`config.mk`:
```
export PLATFORM = sky130hd
export DESIGN_NAME = spectrum_peak_tracker
export DESIGN_NICKNAME = d
export VERILOG_FILES = /design/src/rtl/spectrum_peak_tracker_pkg.sv /design/src/rtl/spectrum_peak_tracker_pingpong_ram.sv /design/src/rtl/spectrum_peak_tracker.sv
export SDC_FILE = /design/constraint.sdc
export NUM_CORES = 2
export LEC_CHECK = 0
export BUFFER_PORTS_ARGS = -buffer_cell sky130_fd_sc_hd__buf_2
export CAP_MARGIN = 15
export CORE_ASPECT_RATIO = 0.9
export CORE_MARGIN = 2
export CORE_UTILIZATION = 60
export CTS_CLUSTER_SIZE = 28
export DETAILED_ROUTE_END_ITERATION = 16
export HOLD_SLACK_MARGIN = 0.06
export MAX_ROUTING_LAYER = met4
export PLACE_DENSITY = 0.85
export SETUP_SLACK_MARGIN = 0.1
export SLEW_MARGIN = 20
export SYNTH_ARGS = -nofsm -noshare
export SYNTH_HDL_FRONTEND = slang
export SYNTH_SLANG_ARGS = --single-unit
```
`constraint.sdc`:
```
create_clock -name clk -period 6.9 [get_ports clk]
set_input_delay 1.38 -clock clk [delete_from_list [all_inputs] [get_ports clk]]
set_output_delay 1.38 -clock clk [all_outputs]
set_load 0.05 [all_outputs]
```
`src/rtl/spectrum_peak_tracker_pkg.sv`:
```
// Shared constants, FSM encoding and float helpers for the spectrum peak tracker.
// Non-negative IEEE-754 singles order like unsigned {exp,mant}, so compares are integer compares.
package spectrum_peak_tracker_pkg;

    localparam int         SPT_SIZE        = 64;
    localparam int         SPT_ABITS       = $clog2(SPT_SIZE);
    localparam logic [7:0] FP_EXP_ALL_ONES = 8'hFF;

    typedef enum logic [1:0] {
        IDLE   = 2'd0,
        ACCUM  = 2'd1,
        COMMIT = 2'd2
    } spt_state_t;

    // Negative values, NaN and Inf are unusable magnitudes.
    function automatic logic is_bad(input logic [31:0] f);
        return f[31] || (f[30:23] == FP_EXP_ALL_ONES);
    endfunction

    // Bad words compare as 0.0.
    function automatic logic [30:0] sanitise(input logic [31:0] f);
        return is_bad(f) ? 31'd0 : f[30:0];
    endfunction

endpackage

```
`src/rtl/spectrum_peak_tracker_pingpong_ram.sv`:
```
// Two SIZE x 32 banks behind one write port and one registered read port.
// The bank select bits form the top address bit so the pair maps onto one block RAM.
module spt_pingpong_ram #(
    parameter int SIZE  = 64,
    parameter int ABITS = $clog2(SIZE)
) (
    input  logic             clk,
    input  logic             rst,
    input  logic             we,
    input  logic             wr_bank,
    input  logic [ABITS-1:0] wr_addr,
    input  logic [31:0]      wr_data,
    input  logic             rd_en,
    input  logic             rd_bank,
    input  logic [ABITS-1:0] rd_addr,
    output logic [31:0]      rd_data
);

    logic [31:0] mem [2*SIZE];

    always_ff @(posedge clk) begin
        if (we)
            mem[{wr_bank, wr_addr}] <= wr_data;
    end

    always_ff @(posedge clk or posedge rst) begin
        if (rst)
            rd_data <= '0;
        else if (rd_en)
            rd_data <= mem[{rd_bank, rd_addr}];
    end

endmodule

```
`src/rtl/spectrum_peak_tracker.sv`:
```
// Per-frame peak/threshold tracker for a stream of float32 bin magnitudes.
// Frames land in a ping-pong buffer; the last committed frame stays readable.
module spectrum_peak_tracker
    import spectrum_peak_tracker_pkg::*;
#(
    parameter int SIZE    = SPT_SIZE,
    parameter bit SKIP_DC = 1'b1,
    localparam int ABITS  = $clog2(SIZE)
) (
    input  logic             clk,
    input  logic             rst,
    input  logic [31:0]      mag_in,
    input  logic             mag_valid,
    input  logic [31:0]      thresh,
    input  logic             rd_lock,
    input  logic [ABITS-1:0] rd_addr,
    input  logic             rd_en,
    output logic [31:0]      rd_data,
    output logic [ABITS-1:0] peak_bin,
    output logic [31:0]      peak_mag,
    output logic [ABITS:0]   over_cnt,
    output logic             frame_done,
    output logic             frame_drop,
    output logic             bad_sample
);

    spt_state_t       state;
    logic [ABITS-1:0] bin_cnt;
    logic             wr_bank;
    logic [30:0]      thr_q;
    logic [30:0]      run_max;
    logic [ABITS-1:0] run_bin;
    logic [ABITS:0]   run_over;

    logic        first, last, swap, wr_sel, rd_sel, in_search;
    logic [30:0] s, thr_cur;

    // A word arriving in COMMIT already belongs to the next frame, so the
    // write bank and read bank both switch during that cycle.
    always_comb begin
        first     = (bin_cnt == '0);
        last      = (state == ACCUM) && (&bin_cnt);
        swap      = (state == COMMIT) && !rd_lock;
        wr_sel    = wr_bank ^ swap;
        rd_sel    = ~wr_sel;
        s         = sanitise(mag_in);
        thr_cur   = sanitise(thresh);
        in_search = !(SKIP_DC && first);
    end

    always_ff @(posedge clk or posedge rst) begin
        if (rst) begin
            state      <= IDLE;
            bin_cnt    <= '0;
            wr_bank    <= 1'b0;
            thr_q      <= '0;
            run_max    <= '0;
            run_bin    <= '0;
            run_over   <= '0;
            peak_bin   <= '0;
            peak_mag   <= '0;
            over_cnt   <= '0;
            frame_done <= 1'b0;
            frame_drop <= 1'b0;
            bad_sample <= 1'b0;
        end else begin
            frame_done <= 1'b0;

            if (mag_valid && is_bad(mag_in))
                bad_sample <= 1'b1;

            if (state == COMMIT) begin
                if (rd_lock) begin
                    frame_drop <= 1'b1;
                end else begin
                    wr_bank    <= ~wr_bank;
                    peak_bin   <= run_bin;
                    peak_mag   <= {1'b0, run_max};
                    over_cnt   <= run_over;
                    frame_done <= 1'b1;
                end
            end

            if (mag_valid) begin
                if (first) begin
                    // With DC skipped, an all-zero frame must report bin 1.
                    thr_q    <= thr_cur;
                    run_max  <= in_search ? s : 31'd0;
                    run_bin  <= SKIP_DC ? ABITS'(1) : '0;
                    run_over <= (in_search && (s > thr_cur)) ? (ABITS+1)'(1) : '0;
                end else begin
                    if (s > run_max) begin
                        run_max <= s;
                        run_bin <= bin_cnt;
                    end
                    if (s > thr_q)
                        run_over <= run_over + 1'b1;
                end
                bin_cnt <= bin_cnt + 1'b1;
                state   <= last ? COMMIT : ACCUM;
            end else if (state == COMMIT) begin
                state <= IDLE;
            end
        end
    end

    spt_pingpong_ram #(
        .SIZE  (SIZE),
        .ABITS (ABITS)
    ) u_ram (
        .clk     (clk),
        .rst     (rst),
        .we      (mag_valid),
        .wr_bank (wr_sel),
        .wr_addr (bin_cnt),
        .wr_data (mag_in),
        .rd_en   (rd_en),
        .rd_bank (rd_sel),
        .rd_addr (rd_addr),
        .rd_data (rd_data)
    );

endmodule

```
Word level (Yosys, flattened, before mapping)
Memory sizes are Yosys's and may differ from the RTL's. A register that Yosys moved wholly into a read port is not among the register bits.
Cells that the tools add are included.
{"block": "word_totals", "reg_bits": 131, "latchBits": 0, "ramBits": 4096, "romBits": 0, "in_bits": 75, "n_memories": 1}
{"memory": "u_ram.mem", "depth": 128, "width": 32, "read_ports": 1, "rd_clocked_by_memory_dff": 1, "write_ports": 1, "line_no": "spectrum_peak_tracker_pingpong_ram.sv:19", "text": "logic [31:0] mem [2*SIZE];"}
{"block": "op_classes", "add_sub_neg": 2, "multipliers": 0, "div_mod_pow": 0, "magnitude_cmp": 3, "eq_ne": 4, "n_shift": 0, "n_mux": 16, "bitwise": 4, "n_reduce_logical": 18}
{"op": "$mux 31", "count": 4}
{"op": "$gt 31x31->1", "count": 3}
{"op": "$eq 8x8->1 const B", "count": 2}
{"op": "$mux 7", "count": 2}
{"op": "$mux 6", "count": 2}
{"op": "$reduce_and 2->1", "count": 5}
{"op": "$add 7x1->7 const B", "count": 1}
{"op": "$add 6x1->6 const B", "count": 1}
{"op": "$logic_not 6->1", "count": 1}
{"op": "$mux 2", "count": 3}
{"op": "$reduce_and 6->1", "count": 1}
{"op": "$reduce_bool 2->1", "count": 3}
{"op": "$mux 1", "count": 5}
{"op": "$logic_and 1x1->1", "count": 4}
{"op": "$not 1->1", "count": 3}
{"op": "$eq 2x1->1 const B", "count": 1}
{"op": "$eq 2x2->1 const B", "count": 1}
{"op": "$logic_not 1->1", "count": 2}
{"op": "$logic_or 1x1->1", "count": 2}
{"op": "$xor 1x1->1", "count": 1}

Depth between registers and ports, before layout
{"block": "depth", "word_depth": 7, "depth_mapped": 17, "mapped_depth_nobuf": 12}

Hierarchy
Synthesis repeated with hierarchy kept, for this count alone.
{"block": "hier_totals", "hier_cells": 8315, "area_unflattened_um2": 165710.2}
{"module": "spt_pingpong_ram", "n_inst": 1, "cells_per_inst": 7619, "area_per_inst_um2": 158438.2, "seq_area_each_um2": 123798.7}
{"module": "spectrum_peak_tracker", "n_inst": 1, "cells_per_inst": 696, "area_per_inst_um2": 7272.0, "seq_area_each_um2": 3278.1}

Worst setup path after synthesis
OpenSTA, ideal clock, no wires.
{"block": "synth_path", "path_kind": "input-to-reg", "start": "input rd_lock", "end": "memory u_ram.mem[31][0], enable pin", "arrival_ps": 4687, "required_time_ps": 6439, "slack_ps": 1752, "path_stages": 6, "cell_sequence": "nor3b_1 clkbuf_1 xnor2_1 inv_2 buf_1 nor3_1"}
{"block": "synth_via", "elab_chain_cells": 3}
{"item": "start: declaration", "line_no": "spectrum_peak_tracker.sv:15", "text": "input logic rd_lock,"}
{"item": "$logic_not 1->1", "line_no": "spectrum_peak_tracker.sv:43", "text": "swap = (state == COMMIT) && !rd_lock;"}
{"item": "$logic_and 1x1->1", "line_no": "spectrum_peak_tracker.sv:43"}
{"item": "$xor 1x1->1", "line_no": "spectrum_peak_tracker.sv:44", "text": "wr_sel = wr_bank ^ swap;"}
{"item": "end: declaration", "line_no": "spectrum_peak_tracker_pingpong_ram.sv:19"}
No other way between the ends.

Final worst setup path
{"block": "layout_path", "start": "input mag_in[24]", "end": "register run_max[23]"}
{"block": "layout_via", "elab_chain_cells": 6, "word_cells_on_any_way": 8, "cone_classes": "1 x order compare; 1 x eq/ne; 3 x mux; 3 x reduce/logical"}
{"item": "start: declaration", "line_no": "spectrum_peak_tracker.sv:12", "text": "input logic [31:0] mag_in,"}
{"item": "$eq 8x8->1", "line_no": "spectrum_peak_tracker_pkg.sv:17", "text": "return f[31] || (f[30:23] == FP_EXP_ALL_ONES);"}
{"item": "$logic_or 1x1->1", "line_no": "spectrum_peak_tracker_pkg.sv:17"}
{"item": "$mux 31 *", "line_no": "spectrum_peak_tracker_pkg.sv:22", "text": "return is_bad(f) ? 31'd0 : f[30:0];"}
{"item": "$gt 31x31->1", "line_no": "spectrum_peak_tracker.sv:92", "text": "if (s > run_max) begin"}
{"item": "$reduce_bool 2->1 (no line)"}
{"item": "$reduce_and 2->1 (no line)"}
{"item": "end signal: assignment", "line_no": "spectrum_peak_tracker.sv:88", "text": "run_max <= in_search ? s : 31'd0;"}
{"item": "end signal: assignment", "line_no": "spectrum_peak_tracker.sv:93", "text": "run_max <= s;"}
{"item": "end: declaration", "line_no": "spectrum_peak_tracker.sv:31", "text": "logic [30:0] run_max;"}
Mark *: on every way between the ends. The rest lies on a longest branch, timed or not. The select of a mux whose other input is x is not followed.
A chain may end at the register's enable or synchronous reset.

==> impl_metrics.py <==
metrics = {
    "routing": {
        "wl_per_cell_microns": 46.3,
        "wirelength_microns": 521000,
        "detail-route-antenna-nets": 0,
        "drt_iter0_markers": 18098,
        "vias": 87522,
        "drc": 0,
        "first_pass_iters": 6,
        "via_per_inst": 7.78,
    },
    "setup_path": {
        "start_kind": "primary input",
        "arrival_ns": 6.30,
        "path_class": "primary input to flop",
        "critPathCaptureType": "flop",
        "required_ns": 7.73,
        "critPathMaxFanout": 42,
    },
    "timing": {
        "fmax_mhz": 183,
        "fin_crit_ns": 5.47,
        "relSlewSlack": 0.140,
        "setup_viol": 0,
        "timing.final.hold_violations": 0,
        "finalWorstSetupSlack_ns": 1.43,
        "skew_ns": 0.0710,
        "setup_tns_ns": 0,
        "final.period_utilization": 0.793,
        "rsz0062_at_grt": "no",
        "drv_slew": 0,
        "worst_pin_slew_ns": 1.29,
    },
    "placed_design": {
        "place_area_sq_um": 171000,
        "place.port_buffers": 153,
        "dp.cells": 10487,
        "routabilityCongestion": 0.877,
        "dp_slack_ns": 0.815,
        "dp_hpwl_microns": 273000,
    },
    "clock_tree": {
        "cts_hold_buf": 0,
        "cts-root-buf": "clkbuf_16",
        "clkSinkCount": 4259,
        "cts-htree-levels": 5,
        "cts_setup_buffers": 0,
        "clock_latency_ns": 0.95,
        "cts_tree": "yes",
        "cts_made_buffers": 382,
        "path_clk_slew_ns": 0.07,
        "cts_resized": 0,
        "cts_buffer_depth": 4,
    },
    "synth": {
        "synth_nets": 6962,
        "yosys.cell_types.count": 69,
        "ys_seq_elements": 4259,
        "ys_warn_count": 0,
        "synthAdderAreaFrac": 0.00421,
        "postSynthAreaPerCell_sq_um": 23.9,
        "synth_edf_count": 4096,
        "yosysTopAreaCell": "edfxtp_1",
        "yosysTopAreaCellShare": 0.753,
        "dominantRegCellSynth": "edfxtp_1",
        "synth_top_family_by_area": "multiplexers",
        "synth_xor_area_frac": 0.000858,
        "synth.area.top_cells": "edfxtp_1 75%, mux4_2 18%, dfrtp_1 2.5%, a22oi_1 0.59%, clkbuf_1 0.52%",
        "syn_inst": 6836,
        "yosysSeqAreaShare": 0.778,
        "async_flop_share": 0.0383,
        "synth_compound_area_frac": 0.0162,
        "synth_simple_gate_area_frac": 0.0101,
        "synth_area_sq_um": 163000,
        "synth_mux_area_frac": 0.180,
    },
    "floorplan": {
        "dieArea_sq_um": 276000,
        "ioPinCount": 155,
        "die_h_microns": 499,
        "initial_core_util": 0.604,
        "die_w_microns": 554,
        "rows": 181,
        "coreArea_sq_um": 270000,
    },
    "cells_and_area": {
        "drive_gt1_frac": 0.327,
        "stdcell_count": 11250,
        "area_growth_pct": 12.5,
        "final_nets": 7442,
        "postLayoutCellArea_sq_um": 184000,
    },
    "global_route": {
        "grt_pass1_wl_microns": 708000,
        "grt.total_usage": 0.388,
        "grt_pass1_vias": 85527,
        "grt-ovfl-total": 0,
        "grt_max_degree": 104,
        "antenna_found_initial": 49,
    },
    "pwr": {
        "clock_power_share": 0.391,
        "irDropWorstVdd_uv": 222,
        "power.leakage_nw": 57.8,
        "p_sw_mw": 13.6,
        "power_density_nw_per_um2": 305,
        "combPwrFrac": 0.084,
        "power_frac_seq": 0.525,
        "p_sw_frac": 0.243,
        "p_int_mw": 42.4,
    },
    "run_status": {
        "status": "finished clean",
    },
    "job": {
        "maxCapViolCount": 0,
    },
    "min_path": {
        "holdCritPathClass": "flop to flop",
    },
}
[area by class of cell]
cell class              instances  area [sq um]
clock inverters               228          2140
multi-input cells            2138         35500
diodes                         54           135
fillers                     14891         86600
flip-flops and latches       4259        127000
inverters                      69           267
clock buffers                 468         10200
repair buffers                466          4000
well taps                    3568          4460
[power groups by stage]
| stage | Sequential [mW] | Combinational (mW) | Clock, mW |
|---|---|---|---|
| after detailed placement | 29.9 | 4.37 | 0 |
| after floorplan | 29.8 | 2.31 | 0 |
| after CTS | 29.4 | 4.54 | 21.8 |
| after global placement | 29.9 | 4.15 | 0 |
| after global routing | 29.5 | 4.82 | 22.6 |
| final | 29.4 | 4.74 | 21.9 |
[flip-flops by register name, summed over array words and instances, names as in the netlist]
signal	cells
peak_mag	31
run_bin	6
u_ram.mem	4096
bin_cnt	6
frame_done	1
run_over	7
u_ram.rd_data	32
wr_bank	1
over_cnt	7
state	2
thr_q	31
bad_sample	1
peak_bin	6
run_max	31
frame_drop	1
[critical path: stages]
cell	delay, ns
buf_4	0.36
and4_1	0.73
buf_4	0.35
a21oi_2	0.09
buf_4	0.30
and2_1	0.24
ha_1	0.32
nand4_1	0.14
nor4_1	0.50
and3_1	0.28
nand3_1	0.11
o221ai_1	0.27
o31a_1	0.32
and2_1	0.22
buf_4	0.35
a32o_1	0.23
[routing by layer]
layer / wire (microns) / share of wire / vias up / global-route usage
met2: 248000 / 0.48 / 10224 / 0.595
met4: 44300 / 0.085 / 0 / 0.239
met1: 154000 / 0.30 / 44739 / 0.470
met3: 74300 / 0.14 / 2146 / 0.0985
met5: 0 / 0 / - / -
li1: - / - / 30413 / -
[cell usage after synthesis (3+ instances only)]
master    instances
a21oi_1         112
xnor2_1          15
and4_1            5
nand3_1          21
a32o_1           13
buf_2            75
o211ai_1          5
a21o_1           16
mux2_2           44
dfrtp_1         163
o21ai_2           3
or2_2             3
nand2_1          40
mux2i_1           3
nor4_1            3
a22o_1           54
nand2b_1          5
a31oi_1           6
and3_1            6
maj3_1            5
buf_6             3
clkbuf_1        225
inv_1            67
buf_1            65
nor3_1            8
o21ai_0           9
and2_1           29
edfxtp_1       4096
ha_1             51
nand4_1          16
a22oi_1         129
nor2_1          205
mux4_2         1280
nor2b_1          12
[through the flow]
step	hold WS, ns	total power, mW	util
global placement	0.441	34.0	0.631
global route	0.491	56.9	0.679
floorplan	0.460	32.1	-
finish	0.471	56.1	0.680
CTS	0.471	55.7	0.678
detailed placement	0.454	34.3	0.633
[logic make-up after synthesis]
group,count (synthesis)
adder cells (fa/ha/maj),56
flip-flops,4259
AO/OA/AOI/OAI,375
XOR/XNOR,16
buffers and inverters,439
AND/OR/NAND/NOR,363
multiplexers,1327
other,1
[path summary, 6_finish.rpt]
path	slack, ns	end	depth (start not counted)	startpoint
setup / recovery	1.43	run_max[23]	16	mag_in[24]
hold / removal	0.47	bad_sample	1	bad_sample
setup reg to reg	2.37	u_ram.mem[76][22]	7	state[1]
hold reg to reg	0.47	bad_sample	1	bad_sample
max in group asynchronous	4.90	run_over[1]	3	rst
min in group asynchronous	0.64	u_ram.rd_data[5]	2	rst
[cell usage in the layout, fill, tap and decap left out, types with 83 or more instances in the layout]
cell       count
a21oi_1      112
a22oi_1      129
buf_2        115
buf_4        290
clkbuf_16    393
clkinv_1      83
dfrtp_1      163
edfxtp_1    4096
mux4_2      1280
nor2_4       128
Power figures use the tool's default switching activity.
